$ cat src/rtl/toggle_handshake_rx_if.sv
// Bus bundle between the toggle-handshake transmitter/consumer and the receiver.
// The receiver attaches through the slave modport; the driving side uses master.
interface toggle_handshake_rx_if #(
    parameter int WIDTH = 8,
    parameter int DEPTH = 4,
    parameter int CNT_W = 16
);
    logic                     req_tgl;
    logic [WIDTH-1:0]         req_data;
    logic                     ack_tgl;
    logic                     out_valid;
    logic [WIDTH-1:0]         out_data;
    logic                     out_ready;
    logic [$clog2(DEPTH):0]   fifo_count;
    logic [CNT_W-1:0]         event_cnt;
    logic [CNT_W-1:0]         stall_cnt;

    modport slave (
        input  req_tgl, req_data, out_ready,
        output ack_tgl, out_valid, out_data, fifo_count, event_cnt, stall_cnt
    );

    modport master (
        output req_tgl, req_data, out_ready,
        input  ack_tgl, out_valid, out_data, fifo_count, event_cnt, stall_cnt
    );
endinterface

$ cat src/rtl/toggle_handshake_rx.sv
// Two-phase (toggle) handshake receiver: each req_tgl level change pushes one word into a
// small FIFO, ack_tgl answers the push, and the FIFO drains on a valid/ready stream.
module toggle_handshake_rx #(
    parameter int WIDTH = 8,
    parameter int DEPTH = 4,
    parameter int CNT_W = 16
) (
    input  logic                  clk,
    input  logic                  reset,
    toggle_handshake_rx_if.slave  bus
);
    localparam int AW = $clog2(DEPTH);
    localparam int CW = AW + 1;
    localparam logic [CW-1:0] FULL = CW'(DEPTH);

    typedef enum logic {IDLE, STALL} state_t;

    state_t             state_q, state_d;
    logic [AW-1:0]      rd_ptr_q, rd_ptr_d;
    logic [AW-1:0]      wr_ptr_q, wr_ptr_d;
    logic [CW-1:0]      count_q, count_d;
    logic               ack_q, ack_d;
    logic [WIDTH-1:0]   data_q, data_d;
    logic [CNT_W-1:0]   event_q, event_d;
    logic [CNT_W-1:0]   stall_q, stall_d;
    logic [WIDTH-1:0]   mem_q [DEPTH];

    logic               pending, pop, space, push;
    logic [CW-1:0]      remain;

    always_comb begin
        pending = bus.req_tgl ^ ack_q;
        pop     = (count_q != '0) & bus.out_ready;
        space   = (count_q < FULL) | pop;
        push    = pending & space & ~reset;
    end

    always_comb begin
        rd_ptr_d = rd_ptr_q + AW'(pop);
        wr_ptr_d = wr_ptr_q + AW'(push);
        count_d  = count_q + CW'(push) - CW'(pop);
        ack_d    = ack_q ^ push;
        event_d  = event_q + CNT_W'(push);
        stall_d  = stall_q;
        data_d   = data_q;
        state_d  = state_q;
        remain   = count_q - CW'(pop);

        if (state_q == STALL && stall_q != '1) begin
            stall_d = stall_q + CNT_W'(1);
        end

        // Registered head word; when the FIFO drains to the incoming word, take it straight
        // from req_data because the memory write lands on the same edge.
        if (count_d != '0) begin
            data_d = (remain == '0) ? bus.req_data : mem_q[rd_ptr_d];
        end

        case (state_q)
            IDLE:    if (pending & ~space) state_d = STALL;
            STALL:   if (push)             state_d = IDLE;
            default: state_d = IDLE;
        endcase
    end

    always_ff @(posedge clk) begin
        if (reset) begin
            state_q  <= IDLE;
            rd_ptr_q <= '0;
            wr_ptr_q <= '0;
            count_q  <= '0;
            ack_q    <= 1'b0;
            data_q   <= '0;
            event_q  <= '0;
            stall_q  <= '0;
        end else begin
            state_q  <= state_d;
            rd_ptr_q <= rd_ptr_d;
            wr_ptr_q <= wr_ptr_d;
            count_q  <= count_d;
            ack_q    <= ack_d;
            data_q   <= data_d;
            event_q  <= event_d;
            stall_q  <= stall_d;
        end
    end

    always_ff @(posedge clk) begin
        if (push) begin
            mem_q[wr_ptr_q] <= bus.req_data;
        end
    end

    assign bus.ack_tgl    = ack_q;
    assign bus.out_valid  = (count_q != '0);
    assign bus.out_data   = data_q;
    assign bus.fifo_count = count_q;
    assign bus.event_cnt  = event_q;
    assign bus.stall_cnt  = stall_q;
endmodule

$ cat src/flat_wrapper.sv
// flat-port wrapper written by rule: the top's interface ports become plain ports
module toggle_handshake_rx_flat 
#(
    parameter int WIDTH = 8,
    parameter int DEPTH = 4,
    parameter int CNT_W = 16
)
  (clk, reset, bus_req_tgl, bus_req_data, bus_out_ready, bus_ack_tgl, bus_out_valid, bus_out_data, bus_fifo_count, bus_event_cnt, bus_stall_cnt);
  toggle_handshake_rx_if #(.WIDTH(WIDTH), .DEPTH(DEPTH), .CNT_W(CNT_W)) bus_i ();
  input  logic clk;
  input  logic reset;
  input wire logic [$bits(bus_i.req_tgl)-1:0] bus_req_tgl;
  input wire logic [$bits(bus_i.req_data)-1:0] bus_req_data;
  input wire logic [$bits(bus_i.out_ready)-1:0] bus_out_ready;
  output wire logic [$bits(bus_i.ack_tgl)-1:0] bus_ack_tgl;
  output wire logic [$bits(bus_i.out_valid)-1:0] bus_out_valid;
  output wire logic [$bits(bus_i.out_data)-1:0] bus_out_data;
  output wire logic [$bits(bus_i.fifo_count)-1:0] bus_fifo_count;
  output wire logic [$bits(bus_i.event_cnt)-1:0] bus_event_cnt;
  output wire logic [$bits(bus_i.stall_cnt)-1:0] bus_stall_cnt;
  assign bus_i.req_tgl = bus_req_tgl;
  assign bus_i.req_data = bus_req_data;
  assign bus_i.out_ready = bus_out_ready;
  assign bus_ack_tgl = bus_i.ack_tgl;
  assign bus_out_valid = bus_i.out_valid;
  assign bus_out_data = bus_i.out_data;
  assign bus_fifo_count = bus_i.fifo_count;
  assign bus_event_cnt = bus_i.event_cnt;
  assign bus_stall_cnt = bus_i.stall_cnt;
  toggle_handshake_rx #(.WIDTH(WIDTH), .DEPTH(DEPTH), .CNT_W(CNT_W)) u_core (.clk(clk), .reset(reset), .bus(bus_i));
endmodule
$ cat config.mk
export PLATFORM = sky130hd
export DESIGN_NAME = toggle_handshake_rx_flat
export DESIGN_NICKNAME = d
export VERILOG_FILES = /design/src/rtl/toggle_handshake_rx_if.sv /design/src/rtl/toggle_handshake_rx.sv /design/src/flat_wrapper.sv
export SDC_FILE = /design/constraint.sdc
export NUM_CORES = 1
export LEC_CHECK = 0
export ABC_AREA = 1
export ABC_CLOCK_PERIOD_IN_PS = 6700
export CAP_MARGIN = 20
export CORE_MARGIN = 4
export CORE_UTILIZATION = 40
export CTS_CLUSTER_DIAMETER = 60
export CTS_CLUSTER_SIZE = 25
export DETAILED_ROUTE_END_ITERATION = 16
export PLACE_DENSITY = 0.66
export SYNTH_ARGS = -nofsm -noshare
export SYNTH_HDL_FRONTEND = slang
export SYNTH_SLANG_ARGS = --single-unit
$ cat constraint.sdc
create_clock -name clk -period 6.7 [get_ports clk]
set_input_delay 1.005 -clock clk [delete_from_list [all_inputs] [get_ports clk]]
set_output_delay 1.005 -clock clk [all_outputs]
set_load 0.1 [all_outputs]
Word level (Yosys, flattened, before mapping)
Memories as Yosys holds them, arrays and structs flattened.
Index checks and enable logic that the tools add are counted.
- register bits: 49
- memory bits (writable): 32
- input bits: 12
- output and inout bits: 45
- memories kept: 1
- memories (name ; words ; bits a word ; read ports ; clocked after Yosys merged registers in ; write ports ; line ; RTL):
    u_core.mem_q ; 4 ; 8 ; 1 ; 0 ; 1 ; toggle_handshake_rx.sv:26 ; logic [WIDTH-1:0] mem_q [DEPTH];
- add/sub/neg operators: 7
- magnitude comparators: 1
- equality and inequality tests: 1
- muxes and demuxes: 6
- bitwise operators: 10
- reduce and logical (&&, ||, !) cells: 4
- operators by type and width (cell ; count):
    adder 16 x 1 -> 16 bit ; 1
    adder 16 x 1 -> 16 bit, second input constant ; 1
    inequality test 16 bit, second input constant ; 1
    2-to-1 mux 8 bit ; 1
    nonzero test 3 bit ; 2
    subtractor 3 x 1 -> 3 bit ; 2
    adder 2 x 1 -> 2 bit ; 2
    bitwise AND 1 bit ; 4
    2-to-1 mux 1 bit ; 4
    adder 3 x 1 -> 3 bit ; 1
    zero test 3 bit ; 1
    < comparator 3 bit, second input constant ; 1
    inverter 1 bit ; 3
    one-hot mux 1 bit (2 select lines) ; 1
    bitwise XOR 1 bit ; 2
    logical AND 1 bit ; 1
    bitwise OR 1 bit ; 1

Longest topological paths before layout
- word-level depth: 8
- depth in mapped cells: 16

Least setup slack after synthesis
Ideal clock, no wire load.
- kind: register to register
- start: register u_core.count_q[1] (netlist: u_core.bus.fifo_count[1])
- end: register u_core.data_q[4] (netlist: u_core.bus.out_data[4])
- library setup time: 0.056 ns
- data arrival time: 3.223 ns
- path slack: 3.421 ns
- stages on the path, launching flop included: 15
- path buffers: 2
- period minus slack after synthesis: 3.279 ns
- cell sequence: dfxtp_1 -> inv_1 -> nand3_1 -> nand2_1 -> inv_1 -> ha_1 -> buf_4 -> clkinv_1 -> buf_2 -> nor2_1 -> o21ai_0 -> nand3_1 -> nand3_1 -> nand2_1 -> inv_1
- elaborated cells on any way between the ends: 14
- those cells by class: add/sub (4); order compare (1); mux (1); bitwise (4); reduce/logical (3); memory (1)
- RTL lines (element ; line ; RTL):
    start: declaration ; toggle_handshake_rx.sv:21 ; logic [CW-1:0] count_q, count_d;
    start signal: assignment ; toggle_handshake_rx.sv:80 ; count_q <= count_d;
    nonzero test 3 bit ; n/a ;
    net bus_out_valid ; flat_wrapper.sv:16 ; output wire logic [$bits(bus_i.out_valid)-1:0] bus_out_valid;
    bitwise AND 1 bit ; toggle_handshake_rx.sv:33 ; pop = (count_q != '0) & bus.out_ready;
    adder 2 x 1 -> 2 bit ; toggle_handshake_rx.sv:39 ; rd_ptr_d = rd_ptr_q + AW'(pop);
    net u_core.rd_ptr_d[0] ; toggle_handshake_rx.sv:19 ; logic [AW-1:0] rd_ptr_q, rd_ptr_d;
    memory read (4 x 8 bit) ; n/a ;
    2-to-1 mux 8 bit ; toggle_handshake_rx.sv:56 ; data_d = (remain == '0) ? bus.req_data : mem_q[rd_ptr_d];
    end signal: assignment ; toggle_handshake_rx.sv:82 ; data_q <= data_d;
    end: declaration ; toggle_handshake_rx.sv:23 ; logic [WIDTH-1:0] data_q, data_d;
The timed path passes the listed nets, and every way through them passes these cells.
A chain may end at the register's enable or synchronous reset.

Worst setup path in the final report
- start: input port reset
- end: register u_core.data_q[0] (netlist: u_core.bus.out_data[0])
- longest elaborated chain between the ends: 5
- RTL lines (element ; line ; RTL):
    start: declaration ; flat_wrapper.sv:11 ; input logic reset;
    inverter 1 bit ; toggle_handshake_rx.sv:35 ; push = pending & space & ~reset;
    bitwise AND 1 bit ; toggle_handshake_rx.sv:35 ;
    adder 3 x 1 -> 3 bit ; toggle_handshake_rx.sv:41 ; count_d = count_q + CW'(push) - CW'(pop);
    subtractor 3 x 1 -> 3 bit ; toggle_handshake_rx.sv:41 ;
    net u_core.count_d[1] ; toggle_handshake_rx.sv:21 ;
    nonzero test 3 bit ; toggle_handshake_rx.sv:55 ; if (count_d != '0) begin
The timed path passes the listed nets, and every way through them passes these cells.

==> impl_metrics.tcl <==
set metrics [dict create \
    dpl.hpwl_um 6380 \
    ctsHoldBuffers 0 \
    layout_common_cells "146 x nand2_1, 67 x nor2_1, 56 x clkdlybuf4s50_1" \
    synth_edf_count 32 \
    syn_nets 508 \
    fin_crit_ps 3520 \
    firstDrtPassIters 4 \
    cts.htree.levels 3 \
    ios 57 \
    initialDrtViolationCount 123 \
    yosysWarnings 0 \
    clk_pin_slew_worst_paths_ps 90 \
    final.fill_count 936 \
    die_h_um 107 \
    insertion_delay_ps 360 \
    synth_cell_types 34 \
    cts_sinks 81 \
    post_cts_buffers 0 \
    reg2reg_depth 12 \
    setup_viol 0 \
    reg2reg_slack_ps 3900 \
    post_drt_wl_per_cell_um 13.3 \
    rsz0062_at_grt "false" \
    start_kind "primary input" \
    status "complete, no violations" \
    timing.rr.start "u_core.bus.fifo_count[1]" \
    cpMostUsedCell "nor2_1" \
    crit_chain "clkdlybuf4s50_1 -> buf_4 -> nor2_1 -> ha_1 -> fa_1 -> nor2_1 -> nand3_1 -> nor2_1 -> nor2_1 -> nand2_1 -> inv_1" \
    placed_area_sq_um 4580 \
    multi_input_area_sq_um 1710 \
    power_density_nw_per_um2 402 \
    fin_util_pct 51.3 \
    arrival_ps 3790 \
    seq_area_frac_synth_pct 49.9 \
    min_path_type "flop to flop" \
    fp.dieArea_sq_um 11400 \
    grtUsageTotal_pct 16.6 \
    timing_hold_violations_final 0 \
    initial_utilization_pct 41.5 \
    nets 567 \
    die_w_um 107 \
    clk_path_buf_depth 2 \
    ys.flop_type "dfxtp_1" \
    r2r_end "u_core.bus.out_data[4]" \
    grt_start_max_net_pins 39 \
    grt_antenna_before_repair 0 \
    overflow 0 \
    cts_resized 0 \
    gp_congestion 0.844 \
    wl_um 9090 \
    fmax_mhz 284 \
    grt_pass1_vias 3183 \
    crit_slowest_cell "fa_1" \
    min_from "u_core.bus.event_cnt[15]" \
    fin_crit_sh_pct 52.6 \
    vias 3285 \
    ys_seq_elements 81 \
    max_slew_margin_pct 31.1 \
    ir_drop_mv 0.236 \
    path_class "primary input to flop" \
    core_area_sq_um 9370 \
    routed_via_density 4.82 \
    postSynthAreaPerCell_sq_um 7.98 \
    num_rows 35 \
    grt_pass1_wl_um 15000 \
    cts-root-buf "clkbuf_8" \
    power.leakage_nw 1.82 \
    io_buffer_count 56 \
    synthCells 488 \
    crit_path_end_kind "flop" \
    syn_to_final_growth_pct 23.4 \
    worstMarginPinSlew_ps 1030 \
    ant_nets 0 \
    place_ws_ps 2830 \
    crit_path_start "reset" \
    numCtsBuffers 9 \
    drc 0 \
    cp.required_ps 6970 \
    diodes 0 \
    final.setup.worst_slack_ps 3180 \
    finClkSkew_ps 9.96 \
    setup_tns_ps 0 \
    cts_tree "built" \
    synth_area_sq_um 3890 \
    critPathMaxStageDelay_ps 460 \
    regArea_sq_um 1940 \
    final_common_cell "nand2_1" \
    max-cap-violations 0 \
    drive_gt1_share_pct 9.24 \
    critPathCapture "u_core.bus.out_data[0]" \
    path_max_fanout 38 \
    report.final.slew_viol_count 0 \
    ys_async_sr_fraction_pct 0 \
    final_area_sq_um 4810 \
]
worst min path at each step:
stage	endpoint	depth (start not counted)	slack, ps
floorplan	u_core.wr_ptr_q[1]	2	520
detailed placement	u_core.bus.ack_tgl	1	480
global placement	u_core.bus.ack_tgl	1	480
global route	u_core.bus.event_cnt[14]	2	530
finish	u_core.bus.event_cnt[15]	2	500
CTS	u_core.bus.event_cnt[15]	2	500
metal layers:
metal / global-route usage [%] / share of wire (%) / routed length [um]
met1: 21.3 / 46 / 4180
met2: 26.3 / 46 / 4200
met3: 4.70 / 5.7 / 519
met4: 6.76 / 2.1 / 188
met5: 0 / 0 / 0
logic make-up after synthesis:
group,after synthesis,synth area share (%)
simple gates,283,31.3
fa+ha+maj,8,2.76
xor+xnor,10,2.44
compound gates,46,7.29
buf+inv,60,6.33
flops,81,49.9
through the flow:
stage                     hold WS [ps]  total power (W)  cells
final                              497          0.00193    681
after global routing               530          0.00205    681
after CTS                          501          0.00195    681
after detailed placement           482          0.00154    665
after global placement             476          0.00153    663
after floorplan                    520          0.00135    488
cells in the mapped netlist (2+ instances only):
master / instances / share of area [%]
nor2_4: 2 / 0.58
or2_2: 4 / 0.64
a21oi_1: 17 / 2.2
o21ai_0: 17 / 2.2
nand4_1: 14 / 2.2
buf_2: 5 / 0.64
nor2_1: 67 / 6.5
xnor2_1: 6 / 1.3
xor2_1: 3 / 0.67
a21oi_2: 9 / 2.0
clkbuf_1: 4 / 0.39
inv_1: 45 / 4.3
nor3_1: 13 / 1.7
dfxtp_1: 49 / 25
nand3_1: 24 / 3.1
buf_4: 2 / 0.39
nor2_2: 3 / 0.48
edfxtp_1: 32 / 25
nand2_2: 6 / 0.96
nand2_1: 146 / 14
ha_1: 7 / 2.2
power breakdown:
| group | internal [W] | switching, W |
|---|---|---|
| sequential | 0.000579 | 0.0000410 |
| clock | 0.000203 | 0.000198 |
| combinational | 0.000240 | 0.000668 |
worst max-delay path: cells and delay by family:
| kind | cells | cell delay (ps) |
|---|---|---|
| fa+ha+maj | 2 | 730 |
| buf+inv | 3 | 900 |
| simple gates | 6 | 1130 |
cell type report:
cell class              count  area share (%)
clock inverters             6            1.59
flip-flops and latches     81            40.4
well taps                 129            3.36
clock buffers              10            3.10
repair buffers             61            12.4
inverters                  47            3.67
multi-input cells         347            35.5
registers in the layout, summed over array words and instances (netlist names):
register / flops
u_core.rd_ptr_q: 2
u_core.bus.out_data: 8
u_core.bus.event_cnt: 16
u_core.state_q: 1
u_core.bus.stall_cnt: 16
u_core.bus.ack_tgl: 1
u_core.wr_ptr_q: 2
u_core.bus.fifo_count: 3
u_core.mem_q: 32
Power figures use the tool's default switching activity.
